File: config.mk
export PLATFORM = sky130hd
export DESIGN_NAME = uart_tx_framer
export DESIGN_NICKNAME = d
export VERILOG_FILES = /design/src/rtl/uart_tx_framer_pkg.sv /design/src/rtl/uart_baud_tick.sv /design/src/rtl/uart_tx_framer.sv
export SDC_FILE = /design/constraint.sdc
export NUM_CORES = 1
export LEC_CHECK = 0
export CAP_MARGIN = 20
export CORE_ASPECT_RATIO = 1.4
export CORE_MARGIN = 5
export CORE_UTILIZATION = 48
export DETAILED_ROUTE_END_ITERATION = 12
export PLACE_DENSITY = 0.73
export SLEW_MARGIN = 20
export SYNTH_ARGS = -nofsm -noshare
export SYNTH_HDL_FRONTEND = slang
export SYNTH_HIERARCHICAL = 1
export SYNTH_SLANG_ARGS = --single-unit
File: constraint.sdc
create_clock -name Clk -period 1.8 [get_ports Clk]
set_input_delay 0.36 -clock Clk [delete_from_list [all_inputs] [get_ports Clk]]
set_output_delay 0.36 -clock Clk [all_outputs]
set_load 0.01 [all_outputs]
File: src/rtl/uart_tx_framer_pkg.sv
// Shared definitions for the UART transmit/receive blocks: state encoding,
// payload width default and frame length.
package uart_tx_framer_pkg;

    typedef enum logic [2:0] {
        ST_IDLE   = 3'd0,
        ST_START  = 3'd1,
        ST_DATA   = 3'd2,
        ST_PARITY = 3'd3,
        ST_STOP   = 3'd4
    } tx_state_e;

    localparam int DATA_W_DEF = 32;

    // Start + payload + parity + stop.
    localparam int FRAME_BITS = DATA_W_DEF + 3;

    function automatic int frame_bits(input int data_w);
        return data_w + 3;
    endfunction

    // Width of a counter running 0..n-1, never narrower than one bit.
    function automatic int cnt_width(input int n);
        return (n > 1) ? $clog2(n) : 1;
    endfunction

endpackage

File: src/rtl/uart_baud_tick.sv
// Bit-period timer: counts CLKS_PER_BIT clocks and flags the last clock of
// each serial bit. Wraps on its own at every bit boundary.
module uart_baud_tick
    import uart_tx_framer_pkg::*;
#(
    parameter int CLKS_PER_BIT = 16
) (
    input  logic Clk,
    input  logic Rst_n,
    input  logic i_restart,
    output logic o_bit_end
);

    localparam int CNT_W = cnt_width(CLKS_PER_BIT);

    logic [CNT_W-1:0] r_cnt;
    logic             w_last;

    assign w_last    = (r_cnt == CNT_W'(CLKS_PER_BIT - 1));
    assign o_bit_end = w_last;

    always_ff @(posedge Clk or negedge Rst_n) begin
        // NOTE: non-blocking assignments so every flop samples pre-edge values.
        if (!Rst_n) begin
            r_cnt <= '0;
        end else if (i_restart || w_last) begin
            r_cnt <= '0;
        end else begin
            r_cnt <= r_cnt + CNT_W'(1);
        end
    end

endmodule

File: src/rtl/uart_tx_framer.sv
// UART transmitter: start bit, DATA_W payload bits LSB first, even-parity bit,
// stop bit. All outputs are registered.
module uart_tx_framer
    import uart_tx_framer_pkg::*;
#(
    parameter int CLKS_PER_BIT = 16,
    parameter int DATA_W       = DATA_W_DEF
) (
    input  logic              Clk,
    input  logic              Rst_n,
    input  logic              Tx_Start,
    input  logic [DATA_W-1:0] Tx_data,
    output logic              Tx_Out,
    output logic              Tx_Busy,
    output logic              Tx_Done
);

    localparam int                BIT_W    = cnt_width(DATA_W);
    localparam logic [BIT_W-1:0]  LAST_BIT = BIT_W'(DATA_W - 1);

    tx_state_e         r_state;
    tx_state_e         w_state_next;
    logic [DATA_W-1:0] r_shift;
    logic [DATA_W-1:0] w_shift_next;
    logic [BIT_W-1:0]  r_bit_cnt;
    logic [BIT_W-1:0]  w_bit_cnt_next;
    logic              r_parity;
    logic              w_parity_next;
    logic              r_tx_out;
    logic              w_tx_out_next;
    logic              r_busy;
    logic              w_busy_next;
    logic              r_done;
    logic              w_done_next;
    logic              w_restart;
    logic              w_bit_end;

    // Holding the timer in reset while idle makes the start bit begin a full period.
    assign w_restart = (r_state == ST_IDLE);

    uart_baud_tick #(
        .CLKS_PER_BIT (CLKS_PER_BIT)
    ) u_baud_tick (
        .Clk       (Clk),
        .Rst_n     (Rst_n),
        .i_restart (w_restart),
        .o_bit_end (w_bit_end)
    );

    always_comb begin
        // NOTE: every output gets a default first, so no path can infer a latch.
        w_state_next   = r_state;
        w_shift_next   = r_shift;
        w_bit_cnt_next = r_bit_cnt;
        w_parity_next  = r_parity;
        w_done_next    = 1'b0;

        case (r_state)
            ST_IDLE: begin
                if (Tx_Start) begin
                    w_state_next   = ST_START;
                    w_shift_next   = Tx_data;
                    w_parity_next  = ^Tx_data;
                    w_bit_cnt_next = '0;
                end
            end
            ST_START: begin
                if (w_bit_end) begin
                    w_state_next = ST_DATA;
                end
            end
            ST_DATA: begin
                if (w_bit_end) begin
                    w_shift_next = r_shift >> 1;
                    if (r_bit_cnt == LAST_BIT) begin
                        w_state_next   = ST_PARITY;
                        w_bit_cnt_next = '0;
                    end else begin
                        w_bit_cnt_next = r_bit_cnt + BIT_W'(1);
                    end
                end
            end
            ST_PARITY: begin
                if (w_bit_end) begin
                    w_state_next = ST_STOP;
                end
            end
            ST_STOP: begin
                if (w_bit_end) begin
                    w_state_next = ST_IDLE;
                    w_done_next  = 1'b1;
                end
            end
            default: begin
                w_state_next = ST_IDLE;
            end
        endcase
    end

    // Line level is decided from the next state so Tx_Out can be a plain flop.
    always_comb begin
        w_tx_out_next = 1'b1;
        case (w_state_next)
            ST_START:  w_tx_out_next = 1'b0;
            ST_DATA:   w_tx_out_next = w_shift_next[0];
            ST_PARITY: w_tx_out_next = w_parity_next;
            default:   w_tx_out_next = 1'b1;
        endcase
        w_busy_next = (w_state_next != ST_IDLE);
    end

    always_ff @(posedge Clk or negedge Rst_n) begin
        if (!Rst_n) begin
            r_state   <= ST_IDLE;
            // NOTE: the shift register is ordinary flops, so it is cleared by reset like the rest.
            r_shift   <= '0;
            r_bit_cnt <= '0;
            r_parity  <= 1'b0;
            r_tx_out  <= 1'b1;
            r_busy    <= 1'b0;
            r_done    <= 1'b0;
        end else begin
            r_state   <= w_state_next;
            r_shift   <= w_shift_next;
            r_bit_cnt <= w_bit_cnt_next;
            r_parity  <= w_parity_next;
            r_tx_out  <= w_tx_out_next;
            r_busy    <= w_busy_next;
            r_done    <= w_done_next;
        end
    end

    assign Tx_Out  = r_tx_out;
    assign Tx_Busy = r_busy;
    assign Tx_Done = r_done;

endmodule
# After elaboration in Yosys (flattened, before gate mapping)
# Index checks and enable logic that the tools add are counted.
# totals
out_inout_bits	3
latchBits	0
ramBits	0
word_cells	48
mem_bits_ro	0
memories	0
regBits	48
input_bits	35
# op_classes
mul	0
shift	0
eq_ne	11
muxes	20
n_reduce_logical	6
n_addsub	2
n_lt_le_gt_ge	0
div_mod_pow	0
bitwise	0
# ops
op	count
2-to-1 mux 32 bit	2
one-hot mux 32 bit (2 select lines)	1
XOR reduction 32 bit	1
2-to-1 mux 3 bit	6
2-to-1 mux 5 bit	3
one-hot mux 3 bit (5 select lines)	1
equality test 3 x 2 -> 1 bit (second input constant)	4
one-hot mux 5 bit (2 select lines)	1
equality test 3 x 1 -> 1 bit (second input constant)	2
adder 5 x 1 -> 5 bit (second input constant)	1
equality test 5 bit (second input constant)	1
adder 4 x 1 -> 4 bit (second input constant)	1
equality test 4 bit (second input constant)	1
2-to-1 mux 1 bit	4
2-to-1 mux 4 bit	1
equality test 3 bit (second input constant)	1
zero test 3 bit	1
one-hot mux 1 bit (3 select lines)	1
AND reduction 3 bit	1
nonzero test 3 bit	1
inequality test 2 x 1 -> 1 bit (second input constant)	1
inequality test 2 bit (second input constant)	1
nonzero test 2 bit	1
logical OR 1 bit	1

# Depth between registers and ports, before layout
# logic_depth
depth_word	6
mapped_depth	8
ltp_nobuf	7

# Modules after synthesis
# The synthesis kept the hierarchy.
# modules_own_cells
module	cells_per_inst	seq_area_each_um2	area_per_inst_um2	instances
uart_tx_framer	198	1102.3	2183.3	1
uart_baud_tick	13	100.1	171.4	1

# Worst setup path before layout
# No wires, ideal clock.
# synth_path
path_type	register to register
from	register u_baud_tick.r_cnt[0]
to	register r_tx_out, in the netlist Tx_Out
stages_incl_launch_ff	8
slack_ns	-0.033
n_path_buf	1
t_arrival_ns	1.732
setup_ns	0.101
t_required_ns	1.699
path_cell_list	dfrtp_1 > ha_1 > and3_4 > a21oi_1 > or3_4 > buf_6 > a222oi_1 > a22oi_1
# synth_via
elab_chain_cells	5
# synth_lines
item	line_no	rtl
start, declared	uart_baud_tick.sv:16	logic [CNT_W-1:0] r_cnt;
start signal, assigned	uart_baud_tick.sv:29	r_cnt <= r_cnt + CNT_W'(1);
equality test 4 bit (*)	uart_baud_tick.sv:19	assign w_last = (r_cnt == CNT_W'(CLKS_PER_BIT - 1));
net w_bit_end	uart_tx_framer.sv:36	logic w_bit_end;
2-to-1 mux 3 bit (on tied branches)	-	
one-hot mux 3 bit (5 select lines)	uart_tx_framer.sv:58	case (r_state)
equality test 3 x 2 -> 1 bit / equality test 3 x 1 -> 1 bit (equally long branches)	uart_tx_framer.sv:103	case (w_state_next)
one-hot mux 1 bit (3 select lines) (*)	uart_tx_framer.sv:103	
net w_tx_out_next	uart_tx_framer.sv:30	logic w_tx_out_next;
end signal, assigned	uart_tx_framer.sv:127	r_tx_out <= w_tx_out_next;
end, declared	uart_tx_framer.sv:29	logic r_tx_out;
# Mark *: on every way through the listed nets, which the timed path passes. The rest lies on a longest branch. The select of a mux whose other input is x is not followed.
# A chain may end at the register's enable or synchronous reset.

# Worst setup path after layout
# layout_path
from	register u_baud_tick.r_cnt[0]
to	register r_shift[28]
# layout_via
elab_chain_cells	3
# layout_lines
item	line_no	rtl
equality test 4 bit	uart_baud_tick.sv:19	
net w_bit_end	uart_tx_framer.sv:36	
inequality test 2 x 1 -> 1 bit (no line)	-	
AND reduction 3 bit (no line)	-	
end signal, assigned	uart_tx_framer.sv:124	r_shift <= w_shift_next;
end, declared	uart_tx_framer.sv:23	logic [DATA_W-1:0] r_shift;
# The timed path passes the listed nets, and every way through them passes these cells.

==> flow_summary_export.csv <==
group,metric,value,unit
clock_network,cts_max_path_buffers,2,
clock_network,cts_root_buf,"clkbuf_8",
timing,fmax,0.535,GHz
grt,grt_max_degree,49,
power,comb_power_share,0.364,
floorplan,die_h,92.9,microns
logic_synthesis,synth-edff-count,0,
worst_setup_path,endpoint_kind,"register",
grt,overflow,0,
logic_synthesis,yosys-top-cells-area,"dfrtp_1 (50%), a222oi_1 (13%), xnor2_1 (10%)",
logic_synthesis,ys_seq_area_frac,0.511,
timing,slew_violations,0,
worst_setup_path,path_class,"reg2reg",
layout,final_util,0.664,
clock_network,cts-buffers-inserted,5,
route,drc,0,
grt,grt_pass1_wl,8540,microns
grt,grtUsageTotal,0.167,
worst_setup_path,worstPathMaxFanout,14,
layout,multi_input_area,987,sq um
clock_network,htreeDepth,2,
floorplan,chipWidth,69.2,microns
floorplan,ioPinCount,38,
logic_synthesis,async_flop_share,1.00,
logic_synthesis,ys_seq_elements,48,
place,dpl.hpwl,3790,microns
logic_synthesis,synth_cell_types,33,
logic_synthesis,syn_area_per_cell,11.2,sq um
grt,grt_pass1_vias,1934,
worst_setup_path,crit_path_start_kind,"register",
status,violations,"setup timing",
place,port_buffers,37,
floorplan,rows,30,
timing,fin_skew,0.00977,ns
floorplan,initial_utilization,0.490,
worst_setup_path,critPathRequiredTime,1.97,ns
floorplan,dieArea,6430,sq um
timing,hold_viol,0,
min_path,hold_path.class,"in2async",
worst_setup_path,r2r-start,"u_baud_tick/r_cnt[0]",
layout,n_fill_cell,416,
timing,setup-violations-final,28,
flow_run,maxCapViolCount,0,
logic_synthesis,synth_cells,211,
route,vias,1899,
clock_network,cts_setup_buffers,0,
logic_synthesis,synth_nets,249,
route,drtAntennaViolNets,0,
logic_synthesis,ys_warn_count,6,
route,dr.first_iter.drc_count,188,
timing,worst_pin_slew,0.436,ns
layout,antenna_cells,0,
floorplan,core_area,4800,sq um
logic_synthesis,synthFlopType,"dfrtp_1",
logic_synthesis,syn_area,2350,sq um
logic_synthesis,synth_top_cell_area_share,0.499,
worst_setup_path,crit_start,"u_baud_tick/r_cnt[0]",
clock_network,clk_latency,0.30,ns
power,pwr-share-seq,0.470,
power,p_leak,1.49,nW
clock_network,cts_tree,"built",
timing,fin_ws,-0.0705,ns
place,place.gp.congestion,0.816,
power,p_clk_frac,0.166,
layout,register_area,1200,sq um
worst_setup_path,crit_arrival,2.04,ns
layout,final_layout_size_suffix_gt1_frac,0.230,
power,peakVddDrop,0.659,mV
timing,maxSlewHeadroom,0.709,
grt,antenna_found_initial,0,
timing,rsz0062_at_grt,"true",
power,net-switching-power,1.25,mW
layout,syn2layout_area_growth,35.4,%
timing,finalCritPeriodShare,1.04,
logic_synthesis,yosysMostFrequentCell,"dfrtp_1",
route,vias_per_cell,5.47,
clock_network,cts_sinks,48,
power,p_int,2.68,mW
status,status,"complete, but fails checks",
route,drt_wl_total,5140,microns
route,drtPass1Iterations,7,
timing,fin_crit,1.87,ns
route,wire_per_inst,14.8,microns
logic_synthesis,yosys.area.top_type,"dfrtp_1",
power,power_density,1230,nW/um^2
clock_network,clkSlewWorstSetupHoldPaths,0.08,ns
layout,fin_nets,320,
power,switching_share,0.319,
logic_synthesis,synthTopCellsByCount,"dfrtp_1 (47), a222oi_1 (31), inv_1 (31)",
timing,tns,-0.765,ns
## timing repair
item                       4_1_cts  5_1_grt
resized for setup                6        4
setup endpoints to repair       29       37
pin swaps                        4       10
hold buffers                     0        0
## critical path, cell delays in order (launching register included)
cell	delay [ns]
dfrtp_1	0.36
ha_2	0.18
and3_4	0.21
a21oi_2	0.06
or3_4	0.38
buf_6	0.17
a222oi_1	0.32
inv_1	0.07
## flip-flops by register name, indices dropped and copies added (netlist names)
signal	count
Tx_Busy	1
Tx_Done	1
Tx_Out	1
r_bit_cnt	5
r_parity	1
r_shift	32
r_state	3
u_baud_tick/r_cnt	4
## stage by stage
step                      setup slack (ns)  area (sq um)  hold slack [ns]  cells  total power [mW]
after floorplan                    -0.0230          2360           0.0644    211              2.72
after global placement              -0.251          3050            0.364    339              3.20
after detailed placement            -0.305          3050            0.364    339              3.27
after CTS                          -0.0809          3170           0.0345    347              3.97
after global routing                -0.231          3190           0.0408    347              4.22
final                              -0.0705          3190           0.0284    347              3.93
## path summary, 6_finish.rpt
path | end | slack (ns) | cells after the start
max | r_shift[28] | -0.07 | 7
min | r_shift[20] | 0.03 | 2
max reg2reg | r_shift[28] | -0.07 | 7
min reg2reg | r_shift[9] | 0.50 | 2
max in group asynchronous | Tx_Out | 1.49 | 2
min in group Clk | r_shift[9] | 0.50 | 2
## power groups by stage
stage               clock network (mW)  logic [mW]  registers (mW)
floorplan                            0       0.945            1.78
global placement                     0        1.35            1.84
detailed placement                   0        1.42            1.86
CTS                              0.676        1.45            1.85
global route                     0.711        1.61            1.91
finish                           0.652        1.43            1.85
## routing by layer
metal	vias up	wire length [microns]	global-route usage
li1	901	-	-
met4	0	130	0.0912
met2	76	2720	0.297
met1	914	2010	0.184
met3	8	286	0.0358
met5	-	0	0
## cells by family (layout without fill, tap and decap cells)
kind of cell / count (synthesis) / after routing / share of synthesized area
adders and majority gates: 3 / 3 / 0.0159
DFF: 48 / 48 / 0.511
AOI/OAI and AO/OA: 47 / 47 / 0.175
xor gates and xnor gates: 33 / 33 / 0.123
and+or+nand+nor: 35 / 35 / 0.0887
buffers and inverters: 45 / 117 / 0.0871
## cell type report
class	instances	area share
multi-input combinational	118	0.310
inverter	31	0.0365
timing repair buffer	78	0.223
tap	64	0.0251
clock inverter	2	0.00314
sequential	48	0.377
clock buffer	6	0.0259
## cell usage in the layout, fill, tap and decap left out, drive strengths merged
cell and n:
and2 2, a31oi 1, nor2 5, xor2 5, o21ai 8, xnor2 28
a21o 1, a22oi 1, nor3 3, nor2b 2, clkinv 2, nand4b 1
and3 3, a222oi 31, nand3b 1, nand3 1, clkdlybuf4s50 36, inv 31
nand2b 3, clkbuf 6, dfstp 1, or3 2, dfrtp 47, nor3b 3
nand2 8, or2 1, o31ai 1, ha 3, a311oi 2, a21oi 2
buf 42
Power figures use the tool's default switching activity.
==> variant 1, RTL diff (same settings) <==
Reset style: synchronous (`Rst_n`), changed in 2 clocked blocks.
--- a/src/rtl/uart_baud_tick.sv
+++ b/src/rtl/uart_baud_tick.sv
@@ -19,7 +19,7 @@
     assign w_last    = (r_cnt == CNT_W'(CLKS_PER_BIT - 1));
     assign o_bit_end = w_last;
 
-    always_ff @(posedge Clk or negedge Rst_n) begin
+    always_ff @(posedge Clk) begin
         // NOTE: non-blocking assignments so every flop samples pre-edge values.
         if (!Rst_n) begin
             r_cnt <= '0;
--- a/src/rtl/uart_tx_framer.sv
+++ b/src/rtl/uart_tx_framer.sv
@@ -109,7 +109,7 @@
         w_busy_next = (w_state_next != ST_IDLE);
     end
 
-    always_ff @(posedge Clk or negedge Rst_n) begin
+    always_ff @(posedge Clk) begin
         if (!Rst_n) begin
             r_state   <= ST_IDLE;
             // NOTE: the shift register is ordinary flops, so it is cleared by reset like the rest.
Function: differs if Rst_n is asserted again (counterexample within 4 cycles, from zero or initial values and one cycle with Rst_n low); with Rst_n held inactive, the same outputs for 10 cycles.
==> variant 1 against the unedited design <==
The flow still finishes with violations (setup timing). Setup slack better by 12 ps. Design area is 4.0% higher. Synthesized area is 1.5% lower. Routed wire length is 14% higher. Via count is 11% higher. Sequential cell count stayed put.
Power is not compared: it rests on default switching activity, and its combinational part moved more than twofold at a synthesized area within 25%.
==> variant 1: results (changes against the unedited design) <==
async set-reset flop share out of synthesis 0% (-100 points); Worst Skew 7.59 ps (-2.18 ps); vias per inst 5.28 (-3.5%); Worst R2R End r_bit_cnt[3]$_SDFFE_PN0P_; fraction of layout cells with a size suffix above 1 23.2% (+0.25 points); Main synth FF type dfxtp_1; Worst Path Max Fanout 3 (-11); Synth top cells by count dfxtp_1, nand2_1, a21boi_0, a22oi_1, xnor2_1; Pleak 1.25 nW; HP Class reg2reg; vias in the first global route 2,048 (+5.9%); R2R Path Start r_bit_cnt[1]$_SDFFE_PN0P_; synth top area cells dfxtp_1, xnor2_1, a21boi_0, a22oi_1, nand2_1; met1 wire length 2.39 mm (+19%); DR WL met2 3.14 mm (+16%); final worst slack -58.7 ps (+11.8 ps); Mapped Nets 296 (+19%); FILL cells 403 (-3.1%); Final setup viols 2 (-93%); Yosys cell types 32 (-3.0%); Worst EP arrival 2090 ps (+50 ps); first-pass GRT wire length 9.16 mm (+7.2%); grt met2 use 33.1% (+3.4 points); register area share after synthesis 41.4% (-9.6 points); DR WL met3 215 um (-25%); Syn. warnings 6 (unchanged); CTS Buf Count 5 (unchanged); failing checks setup timing; largest net degree at the start of global routing 26 (-47%); DP HPWL 4.04 mm (+6.6%); status complete, but fails checks; WL per Instance 14.6 um (-1.5%); GRT met3 Usage 3.43% (-0.15 points); M1 GR Usage 21.9% (+3.5 points); Post-DP Area 3080 um2 (+1.1%); antenna violations before repair 0 (unchanged); 1st-iter DRT viols 102 (-46%)
[variant 1: cell count changes after synthesis, sizes merged, moves of 3 or more]
| cell | before | now |
|---|---|---|
| a21boi | 0 | 34 |
| buf | 14 | 2 |
| a22oi | 1 | 31 |
| dfxtp | 0 | 48 |
| o21ai | 8 | 5 |
| nand2 | 8 | 38 |
| inv | 31 | 4 |
| a222oi | 31 | 0 |
| clkbuf | 0 | 14 |
| dfrtp | 47 | 0 |
| nand3 | 1 | 5 |
| nor2 | 5 | 8 |
[variant 1: cells by family (layout without fill, tap and decap cells)]
group | Yosys count | count (layout) | share of synthesized area (%)
buffers and inverters | 20 | 97 | 3.34
AO/OA/AOI/OAI | 77 | 77 | 23.9
adder cells (fa/ha/maj) | 3 | 3 | 1.62
XOR/XNOR | 34 | 34 | 12.8
AND/OR/NAND/NOR | 76 | 77 | 16.9
flip-flops | 48 | 48 | 41.4
[variant 1: metrics by stage]
step	setup TNS [ps]	worst slack (ps)	util [%]	instances	power [mW]
2_1_floorplan	-1590	-52.3	-	258	1.48
3_3_place_gp	-2920	-119	64.7	388	1.69
3_5_place_dp	-3890	-158	64.7	388	1.70
4_1_cts	-33.0	-33.0	67.7	396	2.48
5_1_grt	-644	-122	69.6	400	2.62
6_report	-86.0	-58.7	69.6	400	2.50
[variant 1: final cells by class]
class	instances	area, um2	area share (%)
tap	64	80.1	2.42
clock buffer	5	68.8	2.08
inverter	4	15.0	0.453
multi-input combinational	191	1370	41.4
sequential	48	967	29.2
clock inverter	3	42.5	1.28
timing repair buffer	85	771	23.2
[variant 1: worst max-delay path, cell delays in order, from the launching register on]
cell and delay, ps:
dfxtp_2 340, ha_4 160, and3_4 180, ha_4 150, or3_4 330, nand2b_4 150, or3_1 340, a21boi_1 150
[variant 1: how the worst max path moves through the flow]
stage | from | end | slack, ps | depth (start not counted)
global placement | Tx_data[26] | r_parity$_SDFF_PN0_ | -120 | 7
detailed placement | Tx_data[25] | r_parity$_SDFF_PN0_ | -160 | 7
floorplan | u_baud_tick/r_cnt[0]$_SDFF_PP0_ | r_shift[10]$_SDFFE_PN0P_ | -50 | 8
global route | r_bit_cnt[1]$_SDFFE_PN0P_ | r_bit_cnt[3]$_SDFFE_PN0P_ | -120 | 7
CTS | r_bit_cnt[1]$_SDFFE_PN0P_ | r_bit_cnt[2]$_SDFFE_PN0P_ | -30 | 7
finish | r_bit_cnt[1]$_SDFFE_PN0P_ | r_bit_cnt[3]$_SDFFE_PN0P_ | -60 | 7
[variant 1: where the power goes]
| group | leakage, nW | switching [mW] | internal [mW] |
|---|---|---|---|
| registers | 0.395 | 0.0354 | 1.12 |
| clock network | 0.0541 | 0.364 | 0.411 |
| logic | 0.804 | 0.246 | 0.325 |
| total | 1.25 | 0.645 | 1.86 |
==> variant 2, RTL diff (same flow settings) <==
Made on the original files. Set the package constant `DATA_W_DEF` to 64 (it was 32).
--- a/src/rtl/uart_tx_framer_pkg.sv
+++ b/src/rtl/uart_tx_framer_pkg.sv
@@ -10,7 +10,7 @@
         ST_STOP   = 3'd4
     } tx_state_e;
 
-    localparam int DATA_W_DEF = 32;
+    localparam int DATA_W_DEF = 64;
 
     // Start + payload + parity + stop.
     localparam int FRAME_BITS = DATA_W_DEF + 3;
Interface: changed (resized Tx_data); port bits go from 38 to 70. No check against the original RTL was run, so the function may have changed too.
==> variant 2 against the unedited design <==
Design area rose by 81%. Die area rose by 62%. Sequential cell count rose by 33. Power rose by 75%. Core utilization rose by 3.9 points. Register-to-register slack improved by 140 ps. Routed wire length rose by 110%. Count of clock-buffer cells in the layout rose by 5. Critical path depth rose by 1. Sequential share of layout area fell by 2.5 points. Highest routed layer unchanged. Synthesized area rose by 72%. Global-route usage rose by 3.5 points. Setup slack improved by 130 ps. Clock skew fell by 2.6 ps.
==> variant 2: results (changes against the unedited design) <==
H-Tree Depth 3 (+1); Syn. warnings 6 (unchanged); Pleak 2.91 nW (+95%); antenna violations before repair 0 (unchanged); total global routing track utilization 20.2% (+3.5 points); Slew headroom 71.1% (+0.20 points); status complete, no violations; Worst Skew 7.14 ps (-2.63 ps); fraction of layout cells with a size suffix above 1 17.8% (-5.2 points); register area share after synthesis 50.2% (-0.89 points); HP Class in2reg; Worst Path Max Fanout 2 (-12); Non-Filler Instances 642 (+85%); CTS Buf Count 9 (+4); XOR/XNOR Fraction of Synth Area 14.5% (+2.2 points); Yosys cell types 35 (+6.1%); Nets 604 (+89%); biggest regs r_shift: 64 flops, r_bit_cnt: 6 flops, u_baud_tick/r_cnt: 4 flops; largest net degree at the start of global routing 38 (-22%); vias per inst 5.40 (-1.3%); DP HPWL 7.25 mm (+91%); Adder-Cell Fraction of Synth Area 0.619% (-0.98 points); number of antenna repair diodes 0 (unchanged); CTS clk-pin slew, worst paths 60 ps (-20 ps); Worst EP arrival 1970 ps (-70 ps); Pre-antenna DRT Iters 6 (-1); Compound-Gate Fraction of Synth Area 14.6% (-2.9 points); Mapped Nets 498 (+100%); vias in the first global route 3,532 (+83%); async set-reset flop share out of synthesis 100% (unchanged); first-pass GRT wire length 16.6 mm (+95%); root buf cell clkbuf_16; 1st-iter DRT viols 229 (+22%); Synth top cells by count nand2_1, dfrtp_1, a22oi_1, xnor2_1, clkbuf_1; gate count after technology mapping 429 (+100%); Max VDD drop 697 uV (+5.9%); Post-DP Area 5170 um2 (+69%); Clock Path Buffers 2 (unchanged); FILL cells 629 (+51%); clk_lat worst skew 340 ps (+40 ps); Port Buffers 69 (+86%); Final GP Congestion 0.834 (+2.2%); mux contribution to synthesized area 0% (unchanged); synth top area cells dfrtp_1, nand2_1, xnor2_1, a22oi_1, xor2_1; Inst Count DP 622 (+83%); Post-Place Setup Slack -406 ps (-101 ps); WL per Instance 16.4 um (+11%)
variant 2: logic make-up after synthesis:
family,after synthesis
and+or+nand+nor,169
AOI/OAI and AO/OA,82
DFF,81
xor gates and xnor gates,67
buffers and inverters,28
adders and majority gates,2
variant 2: layer usage:
metal	share of wire (%)	GRT usage (%)	up-vias
li1	-	-	1661
met1	38	25.1	1707
met2	56	34.0	84
met3	4.3	4.24	15
met4	1.9	7.77	0
met5	0	0	-
variant 2: layout make-up:
type,count,share of cell area (%)
timing repair buffer,119,21.5
clock buffer,11,4.39
multi-input combinational,320,35.9
sequential,81,35.2
tap,102,2.22
inverter,4,0.261
clock inverter,5,0.522
variant 2: repair_timing:
| item | in CTS | in global routing |
|---|---|---|
| hold buffers | 1 | 0 |
| cloned | 0 | 1 |
| setup endpoints to repair | 14 | 69 |
| hold endpoints to repair | 28 | 0 |
| pin swaps | 3 | 32 |
| gates resized for setup | 4 | 52 |
| buffers inserted | 0 | 2 |
variant 2: worst paths after layout:
path                                                 from  cells after the start                 endpoint  slack [ps]
setup / recovery                              Tx_data[35]                      8       r_parity$_DFF_PN0_          60
hold / removal                                Tx_data[28]                      3  r_shift[28]$_DFFE_PN0P_         320
setup reg to reg           u_baud_tick/r_cnt[1]$_DFF_PN0_                      8   r_shift[6]$_DFFE_PN0P_          70
hold reg to reg                   r_shift[32]$_DFFE_PN0P_                      2  r_shift[32]$_DFFE_PN0P_         460
max in group asynchronous                           Rst_n                      3  r_shift[10]$_DFFE_PN0P_         720
min in group asynchronous                           Rst_n                      2  r_shift[55]$_DFFE_PN0P_         510
variant 2: stage by stage:
step / total power, mW / utilization [%]
after global routing: 7.37 / 70.2
after CTS: 6.83 / 66.7
after detailed placement: 5.08 / 63.0
after floorplan: 4.30 / -
after global placement: 4.98 / 63.0
final: 6.90 / 70.2
variant 2: critical path, cell delays in order:
cell and delay [ps]:
clkdlybuf4s50_1 530, xor2_2 190, xnor2_2 130, xnor2_1 170, xnor2_1 190, xnor2_1 170, xnor2_1 160, a21boi_2 70
variant 2: report_power, final:
group / internal (mW) / switching [mW] / leakage, nW
combinational: 1.03 / 1.05 / 1.76
sequential: 2.60 / 0.482 / 1.01
clock: 1.00 / 0.735 / 0.137
total: 4.64 / 2.26 / 2.91
